<file path="src/rtl/evm_memory_control_unit.sv">
// ---------------------------------------------------------------------------
// evm_memory_control_unit
//
// Vote-storage and tally core of the electronic voting machine. Records at
// most one vote per registered voter (8 voters) for one of 4 candidates,
// keeps a saturating 3-bit tally per candidate and continuously reports the
// leading candidate together with that candidate's tally.
//
// Ports:
//   clk               in   1  system clock, all state changes on rising edge
//   reset             in   1  asynchronous, active-high; clears flags/tallies
//   candidate_number  in   2  candidate being voted for (0-3)
//   voter_number      in   3  ID of the voter casting the ballot (0-7)
//   vote_signal       in   1  level-sampled vote request
//   winner_candidate  out  2  index of the candidate with the highest tally
//   out_vote          out  3  tally of winner_candidate
// ---------------------------------------------------------------------------
module evm_memory_control_unit (
    input  logic       clk,
    input  logic       reset,
    input  logic [1:0] candidate_number,
    input  logic [2:0] voter_number,
    input  logic       vote_signal,
    output logic [1:0] winner_candidate,
    output logic [2:0] out_vote
);

    logic [7:0] voted;
    logic [2:0] tally [4];
    logic       accept;
    logic [1:0] best_idx;
    logic [2:0] best_val;

    // Tallies hold at 7 so an eighth vote for one candidate never wraps.
    function automatic logic [2:0] sat_inc(input logic [2:0] v);
        return (v == 3'd7) ? v : v + 3'd1;
    endfunction

    // The voter flag makes a held strobe or a repeat voter idempotent.
    assign accept = vote_signal && !voted[voter_number];

    always_ff @(posedge clk or posedge reset) begin
        if (reset) begin
            voted <= '0;
            for (int i = 0; i < 4; i++) begin
                tally[i] <= '0;
            end
        end else if (accept) begin
            voted[voter_number]     <= 1'b1;
            tally[candidate_number] <= sat_inc(tally[candidate_number]);
        end
    end

    // Strict greater-than while scanning upward keeps ties on the lowest index.
    always_comb begin
        best_idx = 2'd0;
        best_val = tally[0];
        for (int i = 1; i < 4; i++) begin
            if (tally[i] > best_val) begin
                best_idx = 2'(i);
                best_val = tally[i];
            end
        end
    end

    assign winner_candidate = best_idx;
    assign out_vote         = best_val;

endmodule

</file>
<file path="config.mk">
export PLATFORM = sky130hd
export DESIGN_NAME = evm_memory_control_unit
export DESIGN_NICKNAME = d
export VERILOG_FILES = /design/src/rtl/evm_memory_control_unit.sv
export SDC_FILE = /design/constraint.sdc
export NUM_CORES = 1
export LEC_CHECK = 0
export ABC_AREA = 1
export ABC_CLOCK_PERIOD_IN_PS = 3330
export CORE_MARGIN = 2
export CORE_UTILIZATION = 56
export CTS_BUF_LIST = sky130_fd_sc_hd__clkbuf_16
export DETAILED_ROUTE_END_ITERATION = 12
export DONT_BUFFER_PORTS = 1
export PLACE_DENSITY = 0.77
export SETUP_SLACK_MARGIN = 0.15
export SLEW_MARGIN = 5
export SYNTH_ARGS = -nofsm -noshare
export SYNTH_HDL_FRONTEND = slang
export SYNTH_SLANG_ARGS = --single-unit
export TNS_END_PERCENT = 5
</file>
<file path="constraint.sdc">
create_clock -name clk -period 3.33 [get_ports clk]
set_input_delay 0.666 -clock clk [delete_from_list [all_inputs] [get_ports clk]]
set_output_delay 0.666 -clock clk [all_outputs]
set_load 0.02 [all_outputs]
</file>
==> summary.md, run 1 <==
| Metric | Value |
|---|---|
| Status | `finished, violations left` |
| Violated checks | `negative setup slack` |
| Die height | `55.57 um` |
| Post-Syn Area | `1489 sq um` |
| Max Fclk | `0.2487 GHz` |
| Worst reg2reg startpoint | `tally[9]` |
| Core area | `2500 sq um` |
| FF+latch count, synth | `20` |
| Yosys warns | `0` |
| Fin area | `1947 sq um` |
| Leading cell types in the layout, fill and taps excluded | `nand2_1, buf_4, dfrtp_1` |
| Worst EP arrival | `3.36 ns` |
| Setup crit end | `out_vote[1]` |
| Nets | `253` |
| CP Max Fanout | `6` |
| Most used cell, CP | `nand2_2` |
| Critical path buffer and inverter count | `4` |
| Post-synthesis sequential area ratio | `0.3361` |
| IO Count | `13` |
| Starting Density | `0.5956` |
| Clock sinks | `20` |
| Logic depth of the worst path, buffers included | `22` |
| Crit start category | `register` |
| Crit-path leading delay family | `simple AND/OR/NAND/NOR gates` |
| First-pass GRT wire length | `5982 um` |
| RSZ-0062 raised after global routing | `yes` |
| Post-DP HPWL | `2615 um` |
| R2R setup slack | `1.62 ns` |
| Final Slew Violations | `0` |
| Final setup violation count | `5` |
| Max Root-Sink Buffers | `2` |
| Number of DRC markers in iteration 0 | `85` |
| DR DRC count | `0` |
| DP Area | `1638 sq um` |
| First-pass DRT Iterations | `4` |
| Worst Slack Setup Final | `-0.6913 ns` |
| Post-DRT Antenna Nets | `0` |
| Global Route Usage Sum | `0.2440` |
| Commonest non-fill, non-tap cell in the layout | `nand2_1` |
| Row cnt | `18` |
| Largest net degree at the start of global routing | `21` |
| Final worst path period share | `1.208` |
| Critical setup path kind | `reg -> out` |
| Inserted Clock Buffers | `3` |
| RePlAce Congestion | `0.9537` |
| Vias | `1515` |
| Clk_skew | `0.007367 ns` |
| Port bufs | `0` |
| Routed WL per cell | `14.90 um` |
| Final Util | `0.7788` |
| Final wirelength | `3934 um` |
| Worst path cell trace | `ha_1 -> nand2_1 -> inv_2 -> nand2_2 -> nand2_4 -> buf_4 -> nand3_1 -> nand2_1 -> ha_1 -> nor2_1 -> nor2_1 -> nand2_2 -> inv_1 -> or2_4 -> nand2_2 -> ha_4 -> a21oi_2 -> o21ai_4 -> o21ai_4 -> inv_2 -> nand2_2 -> nand2_4` |
| Data required time of the worst path | `2.66 ns` |
| Root buf cell | `clkbuf_16` |
| Diode count | `0` |
| CTS H-tree depth | `1` |
| Area growth from synthesis to layout | `30.76%` |
| Post-Syn Nets | `230` |
| Distinct cells, synth | `25` |
| Vias per cell | `5.739` |
| Post-route minimum period | `4.021 ns` |
| Number of global-route vias before repair | `1386` |
| Final hold violations | `0` |
| Worst Tran Pin Value | `0.7226 ns` |
| Hold Buf Count CTS | `0` |
| Initial antenna violation count | `0` |
| Total negative setup slack | `-3.262 ns` |
| Crit path from | `tally[7]` |
| Aggregate global routing overflow | `0` |
| Clock Pin Slew Worst Setup and Hold Paths | `0.05 ns` |
| Min-Delay Path Class | `in -> async` |
| CP max stage cell | `dfrtp_1` |
| Die Width | `55.57 um` |
| Mean post-synth cell area | `7.023 sq um` |
| CTS tree | `yes` |
| Clock Latency Late Sink | `0.25 ns` |
| Crit end category | `primary output` |
| Die footprint | `3087 sq um` |
| Synth Instances | `212` |
| Share of cells above drive strength 1 | `0.3248` |
| Max-slew headroom | `0.5177` |
| MaxCap Viol Count | `0` |
| Depth of the most critical reg-to-reg path | `11` |
| CP peak stage delay | `0.38 ns` |
| R2R Path End | `tally[9]` |
## routing by layer
| layer | GRT usage | up-vias | wire [um] |
|---|---|---|---|
| met5 | 0 | - | 0 |
| met4 | 0.1498 | 0 | 195 |
| met3 | 0.04450 | 22 | 222 |
| met2 | 0.4082 | 66 | 1994 |
| met1 | 0.2879 | 698 | 1521 |
| li1 | - | 729 | - |
## through the flow
stage	hold slack [ns]	cells	worst slack (ns)
after floorplan	0.4321	212	-0.1550
after CTS	0.4424	263	-0.5604
final	0.4201	264	-0.6913
after global placement	0.4460	254	-0.2571
after detailed placement	0.4648	254	-0.4511
after global routing	0.4920	264	-0.8442
## worst min-delay path by stage
stage	from	slack, ns	cells after the start	endpoint
4_1_cts	reset	0.44	1	voted[4]
5_1_grt	voted[6]	0.49	2	voted[6]
6_report	reset	0.42	1	voted[4]
3_5_place_dp	voted[6]	0.46	2	voted[6]
2_1_floorplan	voted[6]	0.43	2	voted[6]
3_3_place_gp	voted[2]	0.45	2	voted[2]
## cell type report
| class | instances | area (sq um) |
|---|---|---|
| Multi-Input combinational cell | 162 | 1065 |
| Inverter | 26 | 100.1 |
| Sequential cell | 20 | 500.5 |
| Fill cell | 166 | 553.0 |
| Clock inverter | 1 | 3.754 |
| Timing Repair Buffer | 22 | 165.2 |
| Tap cell | 30 | 37.54 |
| Clock buffer | 3 | 75.07 |
## flip-flops by register name, summed over array words and instances (netlist names)
signal  flops
voted       8
tally      12
## synthesized netlist by cell type
cell / instances / area (sq um)
nand2_1: 84 / 315.3
inv_1: 23 / 86.33
nand3_1: 21 / 105.1
dfrtp_1: 20 / 500.5
ha_1: 10 / 125.1
nand4_1: 9 / 56.30
nor2_1: 8 / 30.03
o21bai_1: 6 / 45.04
nor2_4: 4 / 45.04
o21ai_0: 4 / 20.02
buf_6: 3 / 33.78
o21ai_1: 3 / 15.01
a21oi_1: 2 / 10.01
and2_1: 2 / 12.51
inv_2: 2 / 7.510
nand3_2: 2 / 20.02
buf_4: 1 / 7.510
inv_4: 1 / 6.260
nand2_2: 1 / 6.260
nand3b_1: 1 / 7.510
nor2_2: 1 / 6.260
o211ai_1: 1 / 7.510
o21a_1: 1 / 7.510
or2_1: 1 / 6.260
or2_2: 1 / 6.260
## worst register-to-register path, stage by stage (launching register included)
cell and delay, ns:
dfrtp_1 0.36, buf_4 0.13, inv_1 0.04, nand2_1 0.05, o21ai_0 0.10, nor2_1 0.15, ha_1 0.24, nand3_1 0.12
o21ai_0 0.09, nand2_1 0.15, nand2_1 0.10, nand2_1 0.08
## logic make-up (layout without fill, tap and decap cells)
group,Yosys count,count (layout),synth area share
buf+inv,30,52,0.09496
compound gates,17,17,0.07059
fa+ha+maj,10,10,0.08403
flops,20,20,0.3361
simple gates,135,135,0.4143
## what timing repair did
item	4_1_cts	5_1_grt
resized for setup	11	30
buffers inserted	5	1
setup endpoints to repair	5	5
pin swaps	12	14
Power of run 1 is not shown: default switching activity piles up to over one toggle a cycle in this logic, so the estimate is an artifact.
==> inputs of run 2 (changes only) <==
ABC_AREA = default   (was 1)
CTS_CLUSTER_SIZE = 20   (was default)
==> summary.md, run 2 <==
| Metric | Value |
|---|---|
| CP Max Fanout | `6 (unchanged)` |
| FF+latch count, synth | `20 (unchanged)` |
| Final Slew Violations | `0 (unchanged)` |
| Ranking of synthesized cells by area | `dfrtp_1, mux2_2, ha_1, mux2i_1, mux4_2` |
| FFs w/ async S/R, synth | `1.000 (unchanged)` |
| Share of cells above drive strength 1 | `0.5513 (+0.2265)` |
| Post-synthesis sequential area ratio | `0.3700 (+0.03389)` |
| Row cnt | `17 (-1)` |
| Final wirelength | `3500 um (-11%)` |
| Largest register FFs | `12 (unchanged)` |
| Met3 WL post-DR | `154 um (-31%)` |
| Critical setup path kind | `reg -> out` |
| Reg with most FFs | `tally` |
| Max-slew headroom | `0.5063 (-0.01141)` |
| Global Route Usage Sum | `0.2550 (+0.01102)` |
| Largest area contributor in the netlist | `dfrtp_1` |
| Root buf cell | `clkbuf_16` |
| Area share of the largest cell type after synthesis | `0.3700 (+0.03389)` |
| Vias per cell | `6.310 (+10%)` |
| Die height | `53.15 um (-4.4%)` |
| Clock Pin Slew Worst Setup and Hold Paths | `0.06 ns (about the same)` |
| Leading cell types in the layout, fill and taps excluded | `buf_4, dfrtp_1, mux2_2` |
| Crit start category | `register` |
| DR DRC count | `0 (unchanged)` |
| Initial antenna violation count | `0 (unchanged)` |
| Post-DRT Antenna Nets | `0 (unchanged)` |
| First-pass GRT wire length | `5030 um (-16%)` |
| Post-Syn Nets | `144 (-37%)` |
| Routed WL per cell | `19.02 um (+28%)` |
| Crit end category | `primary output` |
| Hold Buf Count CTS | `0 (unchanged)` |
| Worst EP arrival | `3.70 ns (+0.34 ns)` |
| CTS H-tree depth | `1 (unchanged)` |
| Max Root-Sink Buffers | `2 (unchanged)` |
| Placed instance count | `172 (-32%)` |
| Die footprint | `2824 sq um (-8.5%)` |
| Min-Delay Path Class | `in -> async` |
| IO Count | `13 (unchanged)` |
| Met2 wire len | `1800 um (-9.7%)` |
| Post-Layout Cell Count | `184 (-30%)` |
| Top Layer Used | `met4` |
| Final setup violation count | `5 (unchanged)` |
| RePlAce Congestion | `0.8317 (-13%)` |
| Starting Density | `0.5999 (+0.004294)` |
| Commonest non-fill, non-tap cell in the layout | `buf_4` |
| Distinct cells, synth | `33 (+32%)` |
| Top Registers | `tally (12), voted (8)` |
| Aggregate global routing overflow | `0 (unchanged)` |
| Number of DRC markers in iteration 0 | `47 (-45%)` |
| Final worst path period share | `1.310 (+0.1020)` |
| Mean post-synth cell area | `10.73 sq um (+53%)` |
| Worst Tran Pin Value | `0.7397 ns (+0.01710 ns)` |
| Worst Slack Setup Final | `-1.031 ns (-0.3398 ns)` |
| MaxCap Viol Count | `0 (unchanged)` |
| Violated checks | `negative setup slack` |
| Prevailing post-synth register cell | `dfrtp_1` |
| Met1 WL | `1489 um (-2.1%)` |
| Most common cell in the netlist | `dfrtp_1` |
| Nets | `175 (-31%)` |
| Vias | `1161 (-23%)` |
| Clk_skew | `0.006084 ns (-0.001283 ns)` |
| Commonest cells post-synth | `dfrtp_1, mux2_2, ha_1` |
| Inserted Clock Buffers | `3 (unchanged)` |
| Largest net degree at the start of global routing | `21 (unchanged)` |
| Data required time of the worst path | `2.66 ns (about the same)` |
| Clock sinks | `20 (unchanged)` |
| Number of global-route vias before repair | `1103 (-20%)` |
| Die Width | `53.15 um (-4.4%)` |
| Max Fclk | `0.2293 GHz (-7.8%)` |
| Synth Instances | `126 (-41%)` |
| First-pass DRT Iterations | `4 (unchanged)` |
| Diode count | `0 (unchanged)` |
| Status | `finished, violations left` |
| Core area | `2255 sq um (-9.8%)` |
| Clock Latency Late Sink | `0.25 ns (about the same)` |
| Post-Syn Area | `1353 sq um (-9.2%)` |
| CTS tree | `yes` |
| Area growth from synthesis to layout | `37.56%` |
| Final hold violations | `0 (unchanged)` |
| Port bufs | `0 (unchanged)` |
| RSZ-0062 raised after global routing | `yes` |
| Yosys warns | `0 (unchanged)` |
| Post-route minimum period | `4.361 ns (+0.3398 ns)` |
| EDFF count, synth | `0 (unchanged)` |
run 2: changes by cell type after synthesis, moves of 9 or more:
cell and delta:
nand4_1 -9, nand2_1 -75, mux2_2 +13, inv_1 -14, nand3_1 -15
run 2: stage by stage:
stage	hold WS [ns]	setup TNS (ns)	setup slack [ns]	cell area [sq um]	utilization
after floorplan	0.4271	-3.006	-0.6649	1415	-
final	0.4251	-4.881	-1.031	1861	0.8252
after CTS	0.4498	-4.444	-0.9426	1749	0.7758
after global routing	0.4735	-5.477	-1.158	1861	0.8252
after detailed placement	0.4431	-4.455	-0.9298	1579	0.7003
after global placement	0.4363	-3.542	-0.7352	1579	0.7003
run 2: layout make-up:
class | count | area (sq um)
Sequential cell | 20 | 500.5
Clock buffer | 3 | 75.07
Multi-Input combinational cell | 94 | 991.0
Inverter | 9 | 33.78
Fill cell | 129 | 394.1
Clock inverter | 1 | 3.754
Tap cell | 28 | 35.03
Timing Repair Buffer | 29 | 221.5
run 2: logic make-up (layout without fill, tap and decap cells):
family | Yosys count | count (layout) | synth area share
and+or+nand+nor | 35 | 35 | 0.1415
AOI/OAI and AO/OA | 25 | 25 | 0.1341
muxes | 23 | 23 | 0.2165
DFF | 20 | 20 | 0.3700
buffers and inverters | 12 | 42 | 0.03885
adders and majority gates | 10 | 10 | 0.09251
xor gates and xnor gates | 1 | 1 | 0.006477
run 2: what timing repair did:
action,CTS,global route
pin swaps,11,14
cloned,0,0
endpoints found under the setup margin,5,5
buffers inserted,4,4
gates resized for setup,12,18
run 2: worst max-delay path: stages, from the launching register on:
cell and delay, ns:
dfrtp_1 0.40, inv_2 0.08, ha_4 0.20, nor2b_4 0.13, o211ai_1 0.28, buf_4 0.18
nand3_2 0.08, nand2_2 0.09, ha_4 0.21, nor2b_4 0.12, o21ai_2 0.17, and2_1 0.21
mux2_4 0.33, ha_4 0.27, o21ai_2 0.04, a32o_2 0.27, buf_6 0.15, a31oi_4 0.22
run 2: worst paths after layout:
| check | to | slack [ns] | startpoint | depth (start not counted) |
|---|---|---|---|---|
| worst min-delay path | tally[4] | 0.43 | reset | 1 |
| worst min register to register | voted[4] | 0.46 | voted[4] | 1 |
| max in group asynchronous | tally[3] | 2.44 | reset | 1 |
| worst max-delay path | out_vote[0] | -1.03 | tally[10] | 17 |
| worst max register to register | tally[10] | 1.00 | tally[10] | 8 |
| min in group clk | voted[4] | 0.46 | voted[4] | 1 |
run 2: per-layer routing:
layer  vias up  GRT usage
li1        526          -
met1       586     0.3388
met2        39     0.4083
met3        10    0.05650
met4         0    0.08974
met5         -          0
Power of run 2 is left out for the same reason.
==> inputs of run 3 (changes only) <==
ABC_CLOCK_PERIOD_IN_PS = 3900   (was 3330)
clock period = 3.9 ns   (was 3.33 ns; I/O delays follow)
==> summary.md, run 3 (synthesis gave the netlist of run 2 again) <==
| Metric | Value |
|---|---|
| IO Count | `13 (unchanged)` |
| RePlAce Congestion | `0.7954 (-4.4%)` |
| Die Width | `53.15 um (unchanged)` |
| Commonest non-fill, non-tap cell in the layout | `buf_4` |
| Min-Delay Path Class | `reg -> reg` |
| First-pass GRT wire length | `5340 um (+6.2%)` |
| Diode count | `0 (unchanged)` |
| Crit end category | `primary output` |
| CP Max Fanout | `6 (unchanged)` |
| Leading cell types in the layout, fill and taps excluded | `buf_4, dfrtp_1, mux2_2` |
| Die height | `53.15 um (unchanged)` |
| DP Area | `1572 sq um (-0.47%)` |
| Worst Tran Pin Value | `0.7609 ns (+0.02114 ns)` |
| DR DRC count | `0 (unchanged)` |
| Final setup violation count | `5 (unchanged)` |
| Clock Pin Slew Worst Setup and Hold Paths | `0.05 ns (about the same)` |
| Core area | `2255 sq um (unchanged)` |
| Initial antenna violation count | `0 (unchanged)` |
| Hold Buf Count CTS | `0 (unchanged)` |
| RSZ-0062 raised after global routing | `yes` |
| Clock Latency Late Sink | `0.25 ns (about the same)` |
| Vias per cell | `6.272 (-0.60%)` |
| Final wirelength | `3549 um (+1.4%)` |
| Largest register FFs | `12 (unchanged)` |
| Status | `finished, violations left` |
| Reg with most FFs | `tally` |
| Max-slew headroom | `0.4922 (-0.01411)` |
| Share of cells above drive strength 1 | `0.5066 (-0.04470)` |
| CTS H-tree depth | `1 (unchanged)` |
| Violated checks | `negative setup slack` |
| Routed WL per cell | `19.72 um (+3.7%)` |
| Largest net degree at the start of global routing | `21 (unchanged)` |
| Inserted Clock Buffers | `3 (unchanged)` |
| Clock sinks | `20 (unchanged)` |
| Max Fclk | `0.2250 GHz` |
| Nets | `172 (-1.7%)` |
| First-pass DRT Iterations | `4 (unchanged)` |
| Clk_skew | `0.002766 ns (-0.003318 ns)` |
| Number of global-route vias before repair | `1116 (+1.2%)` |
| Critical setup path kind | `reg -> out` |
| Final Slew Violations | `0 (unchanged)` |
| Data required time of the worst path | `3.12 ns (+0.46 ns)` |
| Vias | `1129 (-2.8%)` |
| Die footprint | `2824 sq um (unchanged)` |
| Starting Density | `0.5999 (unchanged)` |
| MaxCap Viol Count | `0 (unchanged)` |
| Post-DP HPWL | `2172 um` |
| Port bufs | `0 (unchanged)` |
| Final worst path period share | `1.140` |
| Final hold violations | `0 (unchanged)` |
| Max Root-Sink Buffers | `2 (unchanged)` |
| Area growth from synthesis to layout | `33.86%` |
| Worst EP arrival | `3.66 ns (-0.04 ns)` |
| Post-DRT Antenna Nets | `0 (unchanged)` |
| Crit start category | `register` |
| Area of the multi-input gates | `967.2 sq um (-2.4%)` |
| Top Registers | `tally (12), voted (8)` |
| CTS tree | `yes` |
| Post-route minimum period | `4.444 ns` |
| Row cnt | `17 (unchanged)` |
| Root buf cell | `clkbuf_16` |
| Global Route Usage Sum | `0.2646 (+0.009609)` |
| Number of DRC markers in iteration 0 | `25 (-47%)` |
| Fill cells | `141 (+9.3%)` |
| Aggregate global routing overflow | `0 (unchanged)` |
| Worst Slack Setup Final | `-0.5443 ns (+0.4868 ns)` |
| Fin area | `1810 sq um (-2.7%)` |
| Sequential cell area | `500.5 sq um (unchanged)` |
run 3: cell count changes in the layout (fill, tap and decap cells not counted), sizes merged:
cell,before,now
buf,29,26
clkinv,1,0
run 3: per-stage QoR:
stage / std cells / setup WS [ns] / setup TNS [ns] / hold WS (ns) / utilization
final: 180 / -0.5443 / -2.405 / 0.4520 / 0.8030
after global routing: 180 / -0.6416 / -2.876 / 0.4734 / 0.8030
after CTS: 177 / -0.4533 / -1.960 / 0.4566 / 0.7686
after detailed placement: 171 / -0.4612 / -2.036 / 0.4450 / 0.6970
after global placement: 171 / -0.3242 / -1.435 / 0.4377 / 0.6970
after floorplan: 126 / -0.2089 / -0.7260 / 0.4271 / -
run 3: worst max-delay path, cell delays in order, from the launching register on:
cell     delay [ns]
dfrtp_1        0.40
inv_2          0.09
ha_4           0.19
nor2b_4        0.12
o21a_1         0.20
nor2_2         0.17
mux2i_2        0.28
ha_1           0.33
nand3_2        0.10
a21bo_4        0.25
a31oi_4        0.18
ha_4           0.23
nor2b_1        0.12
o21ai_1        0.12
a32o_2         0.23
mux2i_1        0.24
o21ai_2        0.14
run 3: path summary, 6_finish.rpt:
kind	from	to	cells after the start	slack, ns
max	tally[10]	out_vote[2]	16	-0.54
min	voted[1]	voted[1]	1	0.45
max reg2reg	tally[6]	tally[4]	6	1.78
min reg2reg	voted[1]	voted[1]	1	0.45
max in group asynchronous	reset	tally[2]	1	2.87
min in group asynchronous	reset	tally[6]	1	0.56
run 3: area by class of cell:
type	count	area share
clock buffer	3	0.04147
tap	28	0.01935
sequential	20	0.2764
inverter	9	0.01866
multi-input combinational	94	0.5342
timing repair buffer	26	0.1099
run 3: metal layers:
metal  track usage  vias up  wire length [um]  part of all wire
met2        0.4438       37              1833              0.52
met5             0        -                 0                 0
met3       0.05932        6               166             0.047
met4       0.07265        0                62             0.017
met1        0.3418      570              1487              0.42
li1              -      516                 -                 -
run 3: timing repair:
item,in CTS,in global routing
endpoints found under the setup margin,5,5
resized for setup,15,10
buffers inserted,3,3
pin swaps,12,10
endpoints found under the hold margin,0,0
Power of run 3 is left out for the same reason.
